### src/rtl/kim_fetch_ctrl.sv
// kim_fetch_ctrl
//
// Instruction-fetch controller. It sits between an external PC register, a
// single-outstanding instruction memory port and the IF/ID pipeline register.
//
// Ports
//   clk, rstn              clock (rising edge), asynchronous active-low reset
//   pc                     current PC register value
//   pc_stall, pc_next      PC register hold / next value (loaded when pc_stall=0)
//   br_taken, br_target    redirect request and address from EX
//   id_stall               decode cannot accept; IF/ID holds
//   imem_req, imem_addr    fetch request and address
//   imem_ack, imem_rdata   single-cycle data-valid pulse and fetched word
//   if_valid/instr/pc      IF/ID register contents
//   flush_if               high in every cycle a redirect is accepted
//
// States
//   BOOT  one idle cycle after reset
//   REQ   fetch at pc outstanding
//   HOLD  fetched word parked in a side buffer while decode is stalled
//   DROP  fetch at drop_addr still outstanding but its data is to be discarded
module kim_fetch_ctrl #(
  parameter int PC_ADDR_WIDTH = 32
) (
  input  logic                     clk,
  input  logic                     rstn,
  input  logic [PC_ADDR_WIDTH-1:0] pc,
  output logic                     pc_stall,
  output logic [PC_ADDR_WIDTH-1:0] pc_next,
  input  logic                     br_taken,
  input  logic [PC_ADDR_WIDTH-1:0] br_target,
  input  logic                     id_stall,
  output logic                     imem_req,
  output logic [PC_ADDR_WIDTH-1:0] imem_addr,
  input  logic                     imem_ack,
  input  logic [31:0]              imem_rdata,
  output logic                     if_valid,
  output logic [31:0]              if_instr,
  output logic [PC_ADDR_WIDTH-1:0] if_pc,
  output logic                     flush_if
);

  localparam int W = PC_ADDR_WIDTH;

  typedef enum logic [1:0] {BOOT, REQ, HOLD, DROP} state_e;

  state_e         state_q, state_d;
  logic           if_valid_q, if_valid_d;
  logic [31:0]    if_instr_q, if_instr_d;
  logic [W-1:0]   if_pc_q, if_pc_d;
  logic [31:0]    buf_instr_q, buf_instr_d;
  logic [W-1:0]   buf_pc_q, buf_pc_d;
  logic [W-1:0]   drop_addr_q, drop_addr_d;

  // The PC adder wraps naturally at 2^W.
  assign pc_next = br_taken ? br_target : pc + W'(4);

  // The memory port is driven straight from state so request and address
  // cannot move until the state leaves REQ/DROP, which only happens on ack
  // (or a redirect in REQ that parks the old address in drop_addr).
  assign imem_req  = (state_q == REQ) || (state_q == DROP);
  assign imem_addr = (state_q == DROP) ? drop_addr_q : pc;

  assign if_valid = if_valid_q;
  assign if_instr = if_instr_q;
  assign if_pc    = if_pc_q;

  // pc_stall and flush_if must react to ack/redirect in the same cycle, so
  // they are decoded combinationally from state and inputs.
  always_comb begin
    state_d     = state_q;
    if_valid_d  = if_valid_q;
    if_instr_d  = if_instr_q;
    if_pc_d     = if_pc_q;
    buf_instr_d = buf_instr_q;
    buf_pc_d    = buf_pc_q;
    drop_addr_d = drop_addr_q;
    pc_stall    = 1'b1;
    flush_if    = 1'b0;
    unique case (state_q)
      BOOT: state_d = REQ;
      REQ: begin
        if (br_taken) begin
          pc_stall   = 1'b0;
          flush_if   = 1'b1;
          if_valid_d = 1'b0;
          // An ack in the same cycle retires the stale fetch on the spot;
          // otherwise it is still in flight and must be drained first.
          if (!imem_ack) begin
            drop_addr_d = pc;
            state_d     = DROP;
          end
        end else if (imem_ack && !id_stall) begin
          if_instr_d = imem_rdata;
          if_pc_d    = pc;
          if_valid_d = 1'b1;
          pc_stall   = 1'b0;
        end else if (imem_ack) begin
          buf_instr_d = imem_rdata;
          buf_pc_d    = pc;
          state_d     = HOLD;
        end else if (!id_stall) begin
          if_valid_d = 1'b0;
        end
      end
      HOLD: begin
        if (br_taken) begin
          pc_stall   = 1'b0;
          flush_if   = 1'b1;
          if_valid_d = 1'b0;
          state_d    = REQ;
        end else if (!id_stall) begin
          if_instr_d = buf_instr_q;
          if_pc_d    = buf_pc_q;
          if_valid_d = 1'b1;
          pc_stall   = 1'b0;
          state_d    = REQ;
        end
      end
      DROP: begin
        if (br_taken) begin
          pc_stall   = 1'b0;
          flush_if   = 1'b1;
          if_valid_d = 1'b0;
        end
        if (!id_stall) if_valid_d = 1'b0;
        if (imem_ack) state_d = REQ;
      end
      default: state_d = BOOT;
    endcase
  end

  always_ff @(posedge clk or negedge rstn) begin
    if (!rstn) begin
      state_q     <= BOOT;
      if_valid_q  <= 1'b0;
      if_instr_q  <= '0;
      if_pc_q     <= '0;
      buf_instr_q <= '0;
      buf_pc_q    <= '0;
      drop_addr_q <= '0;
    end else begin
      state_q     <= state_d;
      if_valid_q  <= if_valid_d;
      if_instr_q  <= if_instr_d;
      if_pc_q     <= if_pc_d;
      buf_instr_q <= buf_instr_d;
      buf_pc_q    <= buf_pc_d;
      drop_addr_q <= drop_addr_d;
    end
  end

endmodule
### config.mk
export PLATFORM = sky130hd
export DESIGN_NAME = kim_fetch_ctrl
export DESIGN_NICKNAME = d
export VERILOG_FILES = /design/src/rtl/kim_fetch_ctrl.sv
export SDC_FILE = /design/constraint.sdc
export NUM_CORES = 1
export LEC_CHECK = 0
export ABC_AREA = 1
export ABC_CLOCK_PERIOD_IN_PS = 2600
export CORE_ASPECT_RATIO = 1.2
export CORE_UTILIZATION = 35
export DETAILED_ROUTE_END_ITERATION = 16
export GPL_TIMING_DRIVEN = 0
export HOLD_SLACK_MARGIN = 0.08
export SKIP_LAST_GASP = 1
export SYNTH_ARGS = -nofsm -noshare
export SYNTH_HDL_FRONTEND = slang
export SYNTH_SLANG_ARGS = --single-unit
### constraint.sdc
create_clock -name clk -period 2.6 [get_ports clk]
set_clock_uncertainty 0.2 [all_clocks]
set_input_delay 0.39 -clock clk [delete_from_list [all_inputs] [get_ports clk]]
set_output_delay 0.39 -clock clk [all_outputs]
set_load 0.05 [all_outputs]
; Word-level counts from Yosys, hierarchy flattened
; Index checks and enable logic that the tools add are counted.
[classes]
add_sub_neg = 1
eq_ne = 15
mux = 37
bitwise_logic = 3
n_reduce_logical = 12
[ops]
columns = cell, n
row1 = $mux W32, 10
row2 = $pmux W32 S2, 2
row3 = $add A32 B3 Y32 const B, 1
row4 = $mux W1, 15
row5 = $ne A3 B3 Y1 const B, 5
row6 = $reduce_and A5 Y1, 3
row7 = $mux W2, 7
row8 = $ne A2 B2 Y1 const B, 4
row9 = $ne A4 B3 Y1 const B, 2
row10 = $pmux W2 S4, 1
row11 = $pmux W1 S3, 2
row12 = $eq A2 B2 Y1 const B, 2
row13 = $reduce_and A4 Y1, 1
row14 = $not A1 Y1, 3
row15 = $reduce_and A3 Y1, 1
row16 = $reduce_bool A3 Y1, 1
row17 = $reduce_or A3 Y1, 1
row18 = $eq A2 B1 Y1 const B, 1
row19 = $logic_not A2 Y1, 1
row20 = $ne A2 B1 Y1 const B, 1
row21 = $reduce_bool A2 Y1, 1
row22 = $logic_and A1 B1 Y1, 1
row23 = $logic_not A1 Y1, 1
row24 = $logic_or A1 B1 Y1, 1
[word_totals]
register_bits = 163
inputBits = 101
out_inout_bits = 132
elab_cells = 75

; Logic depth before layout (Yosys ltp)
[logic_depth]
ltp_word = 5
mapped_depth = 9
ltp_nobuf = 9

; Worst setup path after synthesis
; Ideal clock, no wire load.
[synth_path]
path_type = input -> output
start = input pc[2]
end = output pc_next[12]
arrival_ns = 2.184
required_ns = 2.010
path_slack_ns = -0.174
path_stages = 7
n_path_buf = 0
path_cell_list = ha_1 > nand2_1 > nor2_2 > nand2_2 > nor2_2 > nor2_1 > o21ai_0
[synth_between]
elab_chain_cells = 2
[synth_rtl]
columns = item, line_no
row1 = from (decl), 27  ; input logic [PC_ADDR_WIDTH-1:0] pc,
row2 = $add A32 B3 Y32, 56  ; assign pc_next = br_taken ? br_target : pc + W'(4);
row3 = $mux W32, 56
row4 = to (decl), 29  ; output logic [PC_ADDR_WIDTH-1:0] pc_next,
; No other way between the ends.

; Worst setup path in the final report
[layout_path]
start = input br_taken
end = output pc_next[4]
[layout_between]
elab_chain_cells = 1
[layout_rtl]
columns = item, line_no
row1 = from (decl), 30  ; input logic br_taken,
row2 = $mux W32, 56
; No other way between the ends.

==> summary.txt <==
Timing
  • Max Clock Freq: 398.3 MHz
  • Count of endpoints failing setup in the final report: 0
  • Final hold slack: about 69 ps
  • Least-Margin Pin Slew: about 800 ps
  • Final WS setup: 89.21 ps
  • Fin. Hold Viols: 0
  • Final slew viol count: 0
  • Min cycle time layout: between 2000 and 3000 ps
  • RSZ-0062 raised after global routing: true
  • Final Cycle Share: 0.9657
  • Slew Limit Headroom: 0.4671

Floorplan
  • Chip Width: approximately 140 um
  • IO Pins: between 200 and 250
  • Row count: 60
  • Die height: between 150 and 200 um
  • Starting density of the core: 0.3613
  • Core ar.: around 23,000 um^2
  • Die ar.: between 20,000 and 25,000 um^2

Critical path
  • Reg2reg start: state_q[1]
  • Worst Path Required: 2010 ps
  • Reg-to-reg slack, setup: 690 ps
  • CP top delay family: buffers and inverters
  • CP startpoint kind: input pin
  • CP arrival: 1920 ps
  • FF-to-FF End: drop_addr_q[5]
  • Reg2Reg Depth: 5
  • Endpoint type of the worst setup path: output port
  • CP bufs+invs: 4
  • Crit-path max FO: 10
  • Crit path cell chain: clkdlybuf4s50_1 > buf_4 > clkbuf_4 > nand2_1 > o21ai_0 > buf_2
  • CP max stage delay: around 600 ps
  • CP Class: input pin to output port
  • CP max stage cell: clkdlybuf4s50_1

Layout
  • Post-layout util: 0.5028
  • Diodes inserted: 0
  • Final net count: 1,444
  • Area delta synth->final: 39.17%
  • Post-route cell area: ~11,000 um^2
  • Fraction of layout cells with a size suffix above 1: 0.1410
  • Layout fillers: ~2,300

Logic synthesis
  • Synth top cells by count: 425 x nand2_1, 171 x o21ai_0, 163 x dfrtp_1
  • Post-synthesis async set-or-reset flop share: 1.000
  • Post-synth EDFFs: 0
  • Synth warn: 0
  • Synth Register Bits: about 160
  • Main synth FF type: dfrtp_1
  • Post-synthesis cell type count: 27
  • Register area share after synthesis: 0.4980
  • Mapped Area: 8190 um^2
  • Mapped Nets: between 1,000 and 1,500
  • Count leader, synth: nand2_1
  • Top-area cell type share of the netlist area: 0.4980
  • Dominant cell type by area after synthesis: dfrtp_1
  • Post-Syn Instances: 1,088
  • Synth Area per Inst: 7.528 um^2
  • Synth area leaders: dfrtp_1 50%, nand2_1 19%, o21ai_0 10%

Clock network
  • Clk root buf: clkbuf_16
  • Clk pin slew, worst setup/hold paths: about 70 ps
  • CTS H-tree lvls: 4
  • CTS buffer count: 17
  • CTS tree: built
  • Worst skew pair latency: between 400 and 500 ps
  • Bufs on Longest Clock Path: 2
  • CTS sink cnt: approximately 160

Routing
  • Pre-antenna DRT Iters: 5
  • Uppermost routed layer: met4
  • Remaining DRCs: 0
  • Metal3 WL: ~1400 um
  • Vias per cell: 4.754
  • M1 WL: approximately 12,000 um
  • Routed vias: 7,916
  • Metal2 WL: between 10,000 and 15,000 um
  • Post-DRT Antenna Nets: 0
  • Wirelength, routed: 25,970 um
  • Initial DRC Count: 405
  • Drt wl/cell: about 16 um

Placement
  • Gpl congestion: between 0.8 and 0.9
  • Dpl hpwl: about 20,000 um
  • Pre-CTS WS: -1048 ps
  • Placed cell areas: roughly 11,000 um^2
  • IO buf count: 232

Global routing
  • All-layer global routing usage: 0.2253
  • Largest net degree at the start of global routing: between 100 and 150
  • Initial antenna violation count: 0
  • First-pass GRT wire length: ~42,000 um
  • Vias in the first global route: a little under 8,000
  • Gr ovfl total: 0

Min path
  • Hold Crit Class: input pin to flop
  • Hold endpoint: drop_addr_q[2]
  • Hold path start: pc[2]
  • Worst hold stages: 3

Power and ir drop
  • Total leakage power: ~0.0057 uW
  • VDD IR max: between 0.7 and 0.8 mV
  • Power Density: 1192 nW/um^2

Run
  • Max-capacitance violation count: 0

Run status
  • Status: finished, final reports clean
## through the flow
stage               instances  total power [uW]  setup TNS, ps
finish                   1665             13580              0
floorplan                1088              8780              0
global placement         1630             11250       -1030190
global route             1665             14370         -62.31
detailed placement       1631             11330         -43700
CTS                      1664             13650         -19.35
## what timing repair did
item / CTS / global route
endpoints found under the hold margin: 100 / 0
hold buffers: 1 / 0
buffers inserted: 0 / 1
resized for setup: 441 / 71
pin swaps: 1 / 3
setup endpoints to repair: 66 / 63
## cell type report
class	count	area (um^2)	area share
Sequential cell	163	4080	0.3580
Multi-Input combinational cell	782	3605	0.3162
Timing Repair Buffer	235	2098	0.1841
Clock buffer	19	442.9	0.03886
Tap cell	310	387.9	0.03403
Buffer	59	324.1	0.02843
Inverter	84	315.3	0.02766
Clock inverter	13	145.1	0.01273
## routing by layer
layer	GRT usage	vias up
li1	-	3980
met1	0.2943	3660
met2	0.3714	250
met3	0.04712	26
met4	0.07246	0
met5	0	-
## flip-flops by register name, summed over array words and instances, names as in the netlist
| signal | flops |
|---|---|
| if_valid | 1 |
| state_q | 2 |
| if_pc | 32 |
| if_instr | 32 |
| drop_addr_q | 32 |
| buf_instr_q | 32 |
| buf_pc_q | 32 |
## worst max path at each step
stage	slack, ps	startpoint	to	cells past startpoint
final	90	br_taken	pc_next[4]	6
after global routing	-20	br_taken	pc_next[1]	6
after CTS	-20	br_taken	pc_next[6]	6
after detailed placement	-1050	pc[3]	pc_next[30]	11
after global placement	-6070	rstn	if_instr[19]	1
after floorplan	30	state_q[0]	imem_addr[0]	4
## power by group
| group | switching (uW) | internal (uW) |
|---|---|---|
| logic | 4680 | 2050 |
| registers | 589 | 3740 |
| clock network | 1130 | 1380 |
| total | 6410 | 7170 |
## kinds of logic (layout without fill, tap and decap cells)
family / after synthesis / after routing / share of synthesized area
buffers and inverters: 143 / 410 / 0.07440
AND/OR/NAND/NOR: 525 / 525 / 0.2521
multiplexers: 27 / 27 / 0.03300
adder cells (fa/ha/maj): 1 / 1 / 0.001527
AO/OA/AOI/OAI: 229 / 229 / 0.1410
flip-flops: 163 / 163 / 0.4980
## worst reg2reg max path: stages (launching register included)
cell,delay [ps]
dfrtp_1,440
inv_1,90
nand2_2,90
nor3_4,420
clkbuf_1,400
o21ai_0,140
## cell usage in the layout, fill, tap and decap left out, types with 5 or more instances in the layout
master | Yosys | routed
clkdlybuf4s15_1 | 0 | 5
dlygate4sd2_1 | 0 | 12
nand3_1 | 37 | 37
mux2i_1 | 27 | 27
inv_1 | 82 | 82
clkbuf_16 | 0 | 17
clkbuf_4 | 0 | 20
buf_4 | 3 | 26
clkdlybuf4s50_1 | 0 | 136
nor2_1 | 47 | 34
nand2_2 | 3 | 7
buf_2 | 30 | 60
nand2_1 | 425 | 420
nor2_2 | 6 | 10
dfrtp_1 | 163 | 162
clkbuf_2 | 1 | 13
o21ai_1 | 50 | 52
nor2_4 | 0 | 9
clkbuf_1 | 21 | 10
o21ai_0 | 171 | 169
Power figures use the tool's default switching activity.
